[src/rtl/picocode_pkg.sv]
// Shared constants and loader state encoding for the picocode RAM slice.
package picocode_pkg;

  localparam int unsigned PICO_ADDR_W = 10;
  localparam int unsigned PICO_DATA_W = 18;
  localparam int unsigned PICO_DEPTH  = 1024;

  typedef enum logic [2:0] {
    RUN  = 3'd0,
    B0   = 3'd1,
    B1   = 3'd2,
    B2   = 3'd3,
    WR   = 3'd4,
    DONE = 3'd5
  } pico_state_e;

endpackage

[src/rtl/picocode_word_asm.sv]
// Assembles three host bytes into one 18-bit instruction word, keeps the
// running XOR checksum of every byte taken, and flags a third byte whose
// upper six bits are not zero.
// Ports:
//   clk, rst_n  clock, async active-low reset
//   clr         clear the checksum (new load accepted)
//   byte_en     a host byte transfers this cycle
//   byte_sel    which byte of the word (0: [7:0], 1: [15:8], 2: [17:16])
//   byte_in     host byte
//   word        assembled word
//   csum        XOR of all bytes since the last clr
//   upper_bad   third byte with nonzero [7:2] transferring this cycle
module picocode_word_asm
  import picocode_pkg::*;
(
  input  logic                   clk,
  input  logic                   rst_n,
  input  logic                   clr,
  input  logic                   byte_en,
  input  logic [1:0]             byte_sel,
  input  logic [7:0]             byte_in,
  output logic [PICO_DATA_W-1:0] word,
  output logic [7:0]             csum,
  output logic                   upper_bad
);

  always_ff @(posedge clk or negedge rst_n) begin
    if (!rst_n) begin
      word <= '0;
      csum <= '0;
    end else begin
      if (clr) begin
        csum <= '0;
      end else if (byte_en) begin
        csum <= csum ^ byte_in;
      end
      if (byte_en) begin
        unique case (byte_sel)
          2'd0:    word[7:0]   <= byte_in;
          2'd1:    word[15:8]  <= byte_in;
          default: word[17:16] <= byte_in[1:0];
        endcase
      end
    end
  end

  assign upper_bad = byte_en && (byte_sel == 2'd2) && (|byte_in[7:2]);

endmodule

[src/rtl/picocode_loader.sv]
// Owns the single picocode RAM port. In RUN the CPU fetch path is muxed
// straight through; in LOAD the CPU is halted and host bytes are assembled
// into words written sequentially from address 0.
// Ports:
//   clk, rst_n                 clock, async active-low reset
//   load_start, load_len       load request and word count (1..1024)
//   host_data/valid/ready      host byte stream handshake
//   cpu_addr, cpu_en           CPU fetch request
//   cpu_halt                   CPU must freeze its PC
//   ram_addr/data_in/en/we     picocode_ram port
//   load_busy, load_done       load in progress / final word written pulse
//   load_err, load_csum        sticky error, XOR of load bytes
module picocode_loader
  import picocode_pkg::*;
#(
  parameter int unsigned ADDR_W = PICO_ADDR_W,
  parameter int unsigned DATA_W = PICO_DATA_W
) (
  input  logic              clk,
  input  logic              rst_n,
  input  logic              load_start,
  input  logic [ADDR_W:0]   load_len,
  input  logic [7:0]        host_data,
  input  logic              host_valid,
  output logic              host_ready,
  input  logic [ADDR_W-1:0] cpu_addr,
  input  logic              cpu_en,
  output logic              cpu_halt,
  output logic [ADDR_W-1:0] ram_addr,
  output logic [DATA_W-1:0] ram_data_in,
  output logic              ram_en,
  output logic              ram_we,
  output logic              load_busy,
  output logic              load_done,
  output logic              load_err,
  output logic [7:0]        load_csum
);

  pico_state_e       state, state_nxt;
  logic [ADDR_W:0]   len_q;
  logic [ADDR_W:0]   wcnt_q;
  logic [ADDR_W-1:0] addr_q;
  logic              len_ok;
  logic              start_ok;
  logic              xfer;
  logic [1:0]        byte_sel;
  logic              upper_bad;
  logic [DATA_W-1:0] word;

  assign len_ok   = (load_len != '0) && (32'(load_len) <= PICO_DEPTH);
  assign start_ok = (state == RUN) && load_start && len_ok;
  assign xfer     = host_valid && host_ready;

  picocode_word_asm u_word_asm (
    .clk       (clk),
    .rst_n     (rst_n),
    .clr       (start_ok),
    .byte_en   (xfer),
    .byte_sel  (byte_sel),
    .byte_in   (host_data),
    .word      (word),
    .csum      (load_csum),
    .upper_bad (upper_bad)
  );

  always_ff @(posedge clk or negedge rst_n) begin
    if (!rst_n) begin
      state    <= RUN;
      len_q    <= '0;
      wcnt_q   <= '0;
      addr_q   <= '0;
      load_err <= 1'b0;
    end else begin
      state <= state_nxt;
      if (state == RUN && load_start) begin
        if (len_ok) begin
          len_q    <= load_len;
          wcnt_q   <= '0;
          addr_q   <= '0;
          load_err <= 1'b0;
        end else begin
          load_err <= 1'b1;
        end
      end
      if (upper_bad) begin
        load_err <= 1'b1;
      end
      if (state == WR) begin
        wcnt_q <= wcnt_q + 1'b1;
        addr_q <= addr_q + 1'b1;
      end
    end
  end

  always_comb begin
    state_nxt   = state;
    host_ready  = 1'b0;
    byte_sel    = 2'd0;
    ram_addr    = addr_q;
    ram_data_in = '0;
    ram_en      = 1'b0;
    ram_we      = 1'b0;
    cpu_halt    = (state != RUN);
    load_busy   = (state != RUN);
    load_done   = 1'b0;
    unique case (state)
      RUN: begin
        ram_addr = cpu_addr;
        ram_en   = cpu_en;
        if (start_ok) state_nxt = B0;
      end
      B0: begin
        host_ready = 1'b1;
        byte_sel   = 2'd0;
        if (xfer) state_nxt = B1;
      end
      B1: begin
        host_ready = 1'b1;
        byte_sel   = 2'd1;
        if (xfer) state_nxt = B2;
      end
      B2: begin
        host_ready = 1'b1;
        byte_sel   = 2'd2;
        if (xfer) state_nxt = WR;
      end
      WR: begin
        ram_en      = 1'b1;
        ram_we      = 1'b1;
        ram_data_in = word;
        // Completion is taken from the word count, so the address wrap
        // on a full-depth load never matters.
        state_nxt   = ((wcnt_q + 1'b1) == len_q) ? DONE : B0;
      end
      DONE: begin
        load_done = 1'b1;
        state_nxt = RUN;
      end
      default: state_nxt = RUN;
    endcase
  end

endmodule

[config.mk]
export PLATFORM = sky130hd
export DESIGN_NAME = picocode_loader
export DESIGN_NICKNAME = d
export VERILOG_FILES = /design/src/rtl/picocode_pkg.sv /design/src/rtl/picocode_word_asm.sv /design/src/rtl/picocode_loader.sv
export SDC_FILE = /design/constraint.sdc
export NUM_CORES = 1
export LEC_CHECK = 0
export CORE_MARGIN = 2
export CORE_UTILIZATION = 35
export DETAILED_ROUTE_END_ITERATION = 8
export SETUP_SLACK_MARGIN = 0.05
export SYNTH_ARGS = -nofsm -noshare
export SYNTH_HDL_FRONTEND = slang
export SYNTH_SLANG_ARGS = --single-unit
export TNS_END_PERCENT = 50
[constraint.sdc]
create_clock -name clk -period 5.7 [get_ports clk]
set_input_delay 1.14 -clock clk [delete_from_list [all_inputs] [get_ports clk]]
set_output_delay 1.14 -clock clk [all_outputs]
set_load 0.01 [all_outputs]
## Word-level counts from Yosys, hierarchy flattened

Cells that the tools add are included.
W data, S select, Z words.

| word-level totals | value |
|---|---|
| flip-flop bits (word level) | 62 |
| input bits | 34 |
| output and inout bits | 43 |
| logic and storage cells | 73 |

| cells by class | value |
|---|---|
| add/sub/neg operators | 2 |
| magnitude comparators | 1 |
| equality and inequality tests | 12 |
| mux-type cells | 24 |
| bitwise gates (word level) | 2 |
| reduce and logical (&&, ||, !) cells | 23 |

Operator list:

| kind | number |
|---|---|
| $mux W10 | 4 |
| $mux W11 | 3 |
| $mux W18 | 1 |
| $mux W8 | 2 |
| $mux W3 | 5 |
| $pmux W3 S5 | 1 |
| $add A11 B1 Y11 const B | 1 |
| $eq A11 B11 Y1 | 1 |
| $le A11 B11 Y1 const B | 1 |
| $reduce_bool A11 Y1 | 1 |
| $add A10 B1 Y10 const B | 1 |
| $reduce_and A2 Y1 | 5 |
| $reduce_bool A2 Y1 | 4 |
| $xor A8 B8 Y8 | 1 |
| $eq A3 B2 Y1 const B | 2 |
| $eq A3 B3 Y1 const B | 2 |
| $logic_and A1 B1 Y1 | 6 |
| $mux W1 | 6 |
| $ne A2 B1 Y1 const B | 3 |
| $reduce_or A6 Y1 | 1 |
| $pmux W2 S2 | 1 |
| $reduce_and A4 Y1 | 1 |
| $eq A3 B1 Y1 const B | 1 |
| $logic_not A3 Y1 | 1 |
| other kinds (9) | 9 |

## Logic depth before layout (Yosys ltp)

Gate-level depths: netlist (run 1).

| logic depth | value |
|---|---|
| depth after elaboration | 7 |
| depth in mapped cells | 8 |

## Modules after synthesis

Synthesis (run 1) repeated with hierarchy kept, for this count alone.

| second synthesis, totals | value |
|---|---|
| cells, all modules | 349 |
| area total of the unflattened synthesis | 3520.9 µm² |

By module, submodules not included:

| module | instances | cells each | area each (µm²) | seq. area each (µm²) |
|---|---|---|---|---|
| picocode_loader | 1 | 271 | 2414.8 | 900.9 |
| picocode_word_asm | 1 | 78 | 1106.1 | 650.6 |

## Worst setup path after synthesis (run 1)

OpenSTA, ideal clock, no wires.

| path | value |
|---|---|
| path kind | register to output |
| start | register state[2] |
| end | output ram_addr[1] |
| data arrival time | 1562 ps |
| data required time | 4560 ps |
| slack | 2998 ps |
| cell stages (with the launch flop) | 5 |
| cell sequence | dfrtp_1 -> clkbuf_1 -> nor3_1 -> buf_2 -> mux2_2 |

| between the ends | value |
|---|---|
| longest elaborated chain between the ends | 2 |

Ends and longest elaborated chain:

| item | RTL line | RTL |
|---|---|---|
| start: declaration | picocode_loader.sv:39 | `pico_state_e state, state_nxt;` |
| start signal: assignment | picocode_loader.sv:74 | `state <= state_nxt;` |
| $logic_not A3 Y1 | picocode_loader.sv:106 | `unique case (state)` |
| $mux W10 | picocode_loader.sv:106 |  |
| end: declaration | picocode_loader.sv:29 | `output logic [ADDR_W-1:0] ram_addr,` |

No other way between the ends.

## Worst setup path after layout (run 1)

| path | value |
|---|---|
| start | register state[0] |
| end | output ram_we |

| between the ends | value |
|---|---|
| longest elaborated chain between the ends | 2 |

Ends and longest elaborated chain:

| item | RTL line | RTL |
|---|---|---|
| $eq A3 B3 Y1 | picocode_loader.sv:106 |  |
| $mux W1 | picocode_loader.sv:106 |  |
| end: declaration | picocode_loader.sv:32 | `output logic ram_we,` |

No other way between the ends.

==> out/metrics.yaml, run 1 <==
dieWidth_um: 102
final.period_utilization_pct: 71.2
gp_congestion: 0.764
hold_class: "flip-flop to flip-flop"
rows: 35
yosysSeqAreaShare_pct: 46.1
dieArea_sq_um: 10400
synth_top_area_cell: "dfrtp_1"
worstMarginPinSlew_ps: 936
synthArstFlopShare_pct: 100
worstSetupStartpoint: "state[0]"
synth_flop_cell: "dfrtp_1"
coreArea_sq_um: 9280
synthToLayoutAreaGrowth_pct: 31.2
pin_count: 77
dr.pass1.iters: 4
cts-buffers-inserted: 9
r2r_slack_ps: 2710
syn_area_sq_um: 3360
slew_headroom_pct: 37.3
synth.top_cell.area_share_pct: 46.1
synth_edf_count: 0
power_w: 0.00185
placed_area_sq_um: 4190
crit-reg2reg-launch: "state[0]"
rr_worst_depth: 8
drv_slew: 0
fin_cells: 546
totalNegativeSetupSlack_ps: 0
hold_depth: 1
numPortBuffers: 76
synth_cell_types: 48
path_clk_slew_ps: 80
fin_crit_ps: 4060
cp_max_fo: 25
place_inst: 530
maxCapViolations: 0
synth_area_leaders: "dfrtp_1 46%, mux2_2 8.4%, nand2_1 6.7%, and3_1 4.8%, xor2_1 3.4%"
vias: 2716
grt_antenna_before_repair: 0
clock_sinks: 62
cp-end-kind: "primary output"
worstSkewPairLatency_ps: 340
ctsHoldBuffers: 0
remaining_drc_errors: 0
finalSetupViolCount: 0
post-synth-top-count-cell: "dfrtp_1"
drive_gt1_share_pct: 15.6
syn_inst: 341
finalHoldViolations: 0
worst_ir_drop_vdd_mv: 0.197
overflow: 0
ctsResizeCount: 0
rsz0062_at_grt: "false"
rr_endpoint: "state[2]"
cp-endpoint: "ram_we"
grt_pass1_wl_um: 13400
wirelength_um: 8090
syn_area_per_cell_sq_um: 9.86
clock.fmax_mhz: 246
first_iter_violations: 147
grtUsageTotal_pct: 16.5
synth_top_cells_by_count: "62 x dfrtp_1, 60 x nand2_1, 26 x and3_1"
clk_path_buf_depth: 2
path_class: "flip-flop to primary output"
skew_ps: 9.62
wl_per_cell_um: 14.8
cts_tree: "built"
startpoint_type: "flip-flop"
diodes: 0
start_util_pct: 36.2
grt_pass1_vias: 2717
grt_start_max_net_pins: 63
finalInstanceArea_sq_um: 4410
place_hpwl_um: 5660
die_y_um: 102
status: "finished, final reports clean"
root_buffer: "clkbuf_8"
viasPerCell: 4.97
post_cts_buffers: 0
crit_arrival_ps: 2920
drtAntennaViolNets: 0
htreeDepth: 3
p_per_area_nw_per_um2: 419
synth_fp_nets: 377
required_ps: 4560
ys_seq_elements: 62
yosysWarnings: 0
final_nets: 448
leakage_nw: 1.92
[cell usage in the layout, fill, tap and decap left out, types with 10 or more instances in the layout]
cell type,count
and3_1,26
clkdlybuf4s50_1,75
dfrtp_1,62
mux2_2,25
nand2_1,60
nand3_1,13
nor2_1,19
o21ai_0,19
o21ai_2,10
xnor2_1,10
xor2_1,13
[flip-flops by register name (all words and copies together) (netlist names)]
signal,flops
addr_q,10
len_q,11
load_err,1
state,3
u_word_asm.csum,8
u_word_asm.word,18
wcnt_q,11
[layout make-up]
class                   instances  area [sq um]
fillers                       926          4870
clock buffers                   9           124
flip-flops and latches         62          1550
well taps                     129           161
clock inverters                 7          98.8
multi-input cells             257          1690
repair buffers                 78           771
inverters                       4          15.0
[per-layer routing]
metal | vias to the layer above | GRT usage, % | part of all wire (%)
met1 | 1317 | 21.7 | 46
li1 | 1335 | - | -
met2 | 56 | 26.3 | 48
met5 | - | 0 | 0
met3 | 8 | 3.83 | 5.0
met4 | 0 | 6.46 | 1.2
[cells by family after synthesis]
group	count (synthesis)	synth area share, %
and+or+nand+nor	154	24.2
DFF	62	46.1
AOI/OAI and AO/OA	49	9.56
muxes	29	9.68
xor gates and xnor gates	23	5.99
buffers and inverters	22	3.72
adders and majority gates	2	0.744
[per-stage QoR]
stage / hold WS, ps / utilization [%] / setup slack (ps)
final: 485 / 47.5 / 1640
after global routing: 500 / 47.5 / 1420
after CTS: 488 / 47.5 / 1650
after detailed placement: 470 / 45.1 / 2030
after global placement: 463 / 45.1 / 2070
after floorplan: 450 / - / 3000
[critical path, stage by stage, from the launching register on]
cell             delay [ps]
dfrtp_1                 460
nor2_2                  680
nand2_1                 660
inv_1                   210
clkdlybuf4s50_1         560
[report_power, final]
group | leakage (nW) | internal (W) | switching, W | total (W)
clock | 0.109 | 0.000247 | 0.000184 | 0.000431
sequential | 0.790 | 0.000592 | 0.000119 | 0.000711
combinational | 1.02 | 0.000379 | 0.000328 | 0.000706
[worst min-delay path by stage]
stage / from / to / slack (ps)
2_1_floorplan: u_word_asm.word[0] / u_word_asm.word[0] / 450
3_3_place_gp: u_word_asm.word[0] / u_word_asm.word[0] / 460
3_5_place_dp: u_word_asm.word[7] / u_word_asm.word[7] / 470
4_1_cts: u_word_asm.word[7] / u_word_asm.word[7] / 490
5_1_grt: u_word_asm.word[0] / u_word_asm.word[0] / 500
6_report: u_word_asm.word[0] / u_word_asm.word[0] / 490
No activity file was read; power rests on OpenSTA's default activity.
==> run 2: changes to the inputs <==
==> constraint.sdc (replaced) <==
create_clock -name clk -period 4.15 [get_ports clk]
set_input_delay 0.83 -clock clk [delete_from_list [all_inputs] [get_ports clk]]
set_output_delay 0.83 -clock clk [all_outputs]
set_load 0.01 [all_outputs]
==> run 2 against run 1 <==
Clock-buffer cell count is 1 higher. Flip-flop and latch count stayed put. Critical path depth stayed put. Clock power is 44% higher. Worst setup slack worse by 750 ps. Register-to-register slack worse by 1100 ps. Cell count is 0.37% higher. Worst hold slack better by 1.1 ps. Largest power group is now combinational logic.
==> out/metrics.yaml, run 2 (synthesis gave the netlist of run 1 again) <==
clock.fmax_mhz: 307
worst_ir_drop_vdd_mv: 0.288  # was 0.197 mV
viasPerCell: 5.03  # was 4.97
cp_max_fo: 25  # unchanged
post_cts_buffers: 0  # unchanged
synthToLayoutAreaGrowth_pct: 31.9  # was 31.2%
fin_crit_ps: 3260
rsz0062_at_grt: "false"  # unchanged
final.period_utilization_pct: 78.5
pin_count: 77  # unchanged
dieArea_sq_um: 10400  # unchanged
cts-buffers-inserted: 9  # unchanged
place_hpwl_um: 5840  # was 5660 um
grtUsageMet3_pct: 4.72  # was 3.83%
grt_pass1_wl_um: 13500  # was 13400 um
top_regs: "u_word_asm.word x18, len_q x11, wcnt_q x11"  # unchanged
crit_slowest_cell: "nor2_2"  # unchanged
required_ps: 3320  # was 4560 ps
crit_arrival_ps: 2430  # was 2920 ps
switchingPower_w: 0.000894  # was 0.000631 W
switching_share_pct: 34.5  # was 34.1%
gp_congestion: 0.773  # was 0.764
power_w: 0.00259  # was 0.00185 W
grt_pass1_vias: 2659  # was 2717
skew_ps: 14.0  # was 9.62 ps
fill_cells: 875  # was 926
remaining_drc_errors: 0  # unchanged
worst_slack_ps: 892  # was 1640 ps
status: "finished, final reports clean"  # unchanged
clk_path_buf_depth: 2  # unchanged
path_class: "flip-flop to primary output"  # unchanged
maxCapViolations: 0  # unchanged
met1_usage_pct: 24.2  # was 21.7%
regArea_sq_um: 1550  # unchanged
drtAntennaViolNets: 0  # unchanged
startpoint_type: "flip-flop"  # unchanged
ctsResizeCount: 0  # unchanged
die_y_um: 102  # unchanged
slew_headroom_pct: 40.5  # was 37.3%
rr_worst_depth: 3  # was 8
final_common_cell: "clkdlybuf4s50_1"  # unchanged
holdWs_ps: 486  # was 485 ps
r2r_slack_ps: 1650  # was 2710 ps
regMostFlops: "u_word_asm.word"  # unchanged
htreeDepth: 3  # unchanged
wl_per_cell_um: 15.3  # was 14.8 um
worstMarginPinSlew_ps: 891  # was 936 ps
crit_chain: "nor2_2, nand2_1, inv_1, clkdlybuf4s50_1"  # unchanged
dr.pass1.iters: 4  # unchanged
finalHoldViolations: 0  # unchanged
hold_class: "flip-flop to flip-flop"  # unchanged
combPwrFrac_pct: 38.2  # about the same
cpPeakStageDelay_ps: 720  # was 680 ps
clkPwrFrac_pct: 23.9  # was 23.3%
numPortBuffers: 76  # unchanged
whs_endpoint: "u_word_asm.word[7]"  # was u_word_asm.word[0]
pre_cts_ws_ps: 1000  # was 2030 ps
grt_start_max_net_pins: 38  # was 63
rr_endpoint: "u_word_asm.word[1]"  # was state[2]
final_nets: 450  # was 448
root_buffer: "clkbuf_8"  # unchanged
power_frac_seq_pct: 37.9  # was 38.5%
cp-end-kind: "primary output"  # unchanged
p_int_w: 0.00170  # was 0.00122 W
clock_sinks: 62  # unchanged
p_per_area_nw_per_um2: 585  # was 419 nW/um^2
path_clk_slew_ps: 80  # about the same
coreArea_sq_um: 9280  # unchanged
diodes: 0  # unchanged
met2_usage_pct: 25.2  # was 26.3%
cts_tree: "built"  # unchanged
crit-reg2reg-launch: "state[2]"  # was state[0]
grt.busiest_layer: "met2"  # unchanged
drive_gt1_share_pct: 16.0  # was 15.6%
start_util_pct: 36.2  # unchanged
placed_area_sq_um: 4200  # was 4190 sq um
totalNegativeSetupSlack_ps: 0  # unchanged
grt_antenna_before_repair: 0  # unchanged
ctsHoldBuffers: 0  # unchanged
overflow: 0  # unchanged
vias: 2756  # was 2716
hold_depth: 1  # unchanged
finalInstanceArea_sq_um: 4440  # was 4410 sq um
grtUsageTotal_pct: 17.1  # was 16.5%
finalSetupViolCount: 0  # unchanged
rows: 35  # unchanged
first_iter_violations: 141  # was 147
wirelength_um: 8410  # was 8090 um
drv_slew: 0  # unchanged
hold_start: "u_word_asm.word[7]"  # was u_word_asm.word[0]
final_cell_mix: "75 x clkdlybuf4s50_1, 62 x dfrtp_1, 60 x nand2_1"  # unchanged
worstSkewPairLatency_ps: 360  # was 340 ps
dieWidth_um: 102  # unchanged
leakage_nw: 1.93  # was 1.92 nW
multi_input_area_sq_um: 1690  # unchanged
largest_reg_flops: 18  # unchanged
run 2: cell types whose count changed in the layout (fill, tap and decap cells not counted), sizes merged:
cell    delta
buf        +2
clkbuf     +1
clkinv     -2
inv        +1
run 2: worst max-delay path by stage:
stage               startpoint                  to  slack [ps]  cells past startpoint
floorplan             state[2]         ram_addr[1]        1760                      4
detailed placement  host_valid  u_word_asm.word[4]        1000                      4
CTS                   state[1]              ram_we         870                      4
finish                state[1]              ram_we         890                      4
global route          state[1]              ram_we         670                      4
global placement    host_valid  u_word_asm.word[4]        1040                      4
run 2: critical path: cells and delay by family, from the launching register on:
family	cells	cell delay, ps
and+or+nand+nor	2	920
buffers and inverters	2	670
DFF	1	480
run 2: layout make-up:
cell class | count | share of cell area (%)
multi-input combinational | 257 | 38.1
sequential | 62 | 35.0
timing repair buffer | 80 | 17.7
tap | 129 | 3.64
clock buffer | 10 | 3.10
clock inverter | 6 | 2.12
inverter | 4 | 0.339
run 2: through the flow:
step	utilization, %	instances
2_1_floorplan	-	341
3_3_place_gp	45.3	532
3_5_place_dp	45.3	532
4_1_cts	47.8	548
5_1_grt	47.8	548
6_report	47.8	548
run 2: power by group through the flow:
stage | Sequential (W) | Combinational (W) | Clock, W
final | 0.000984 | 0.000990 | 0.000620
after global placement | 0.000989 | 0.000981 | 0
after detailed placement | 0.000991 | 0.000999 | 0
after floorplan | 0.000957 | 0.000621 | 0
after CTS | 0.000984 | 0.00100 | 0.000634
after global routing | 0.00101 | 0.00110 | 0.000666
run 2: per-layer routing:
| metal | share of wire (%) | wire [um] |
|---|---|---|
| met2 | 46 | 3860 |
| met3 | 4.7 | 397 |
| met4 | 1.0 | 86 |
| met5 | 0 | 0 |
| met1 | 48 | 4070 |
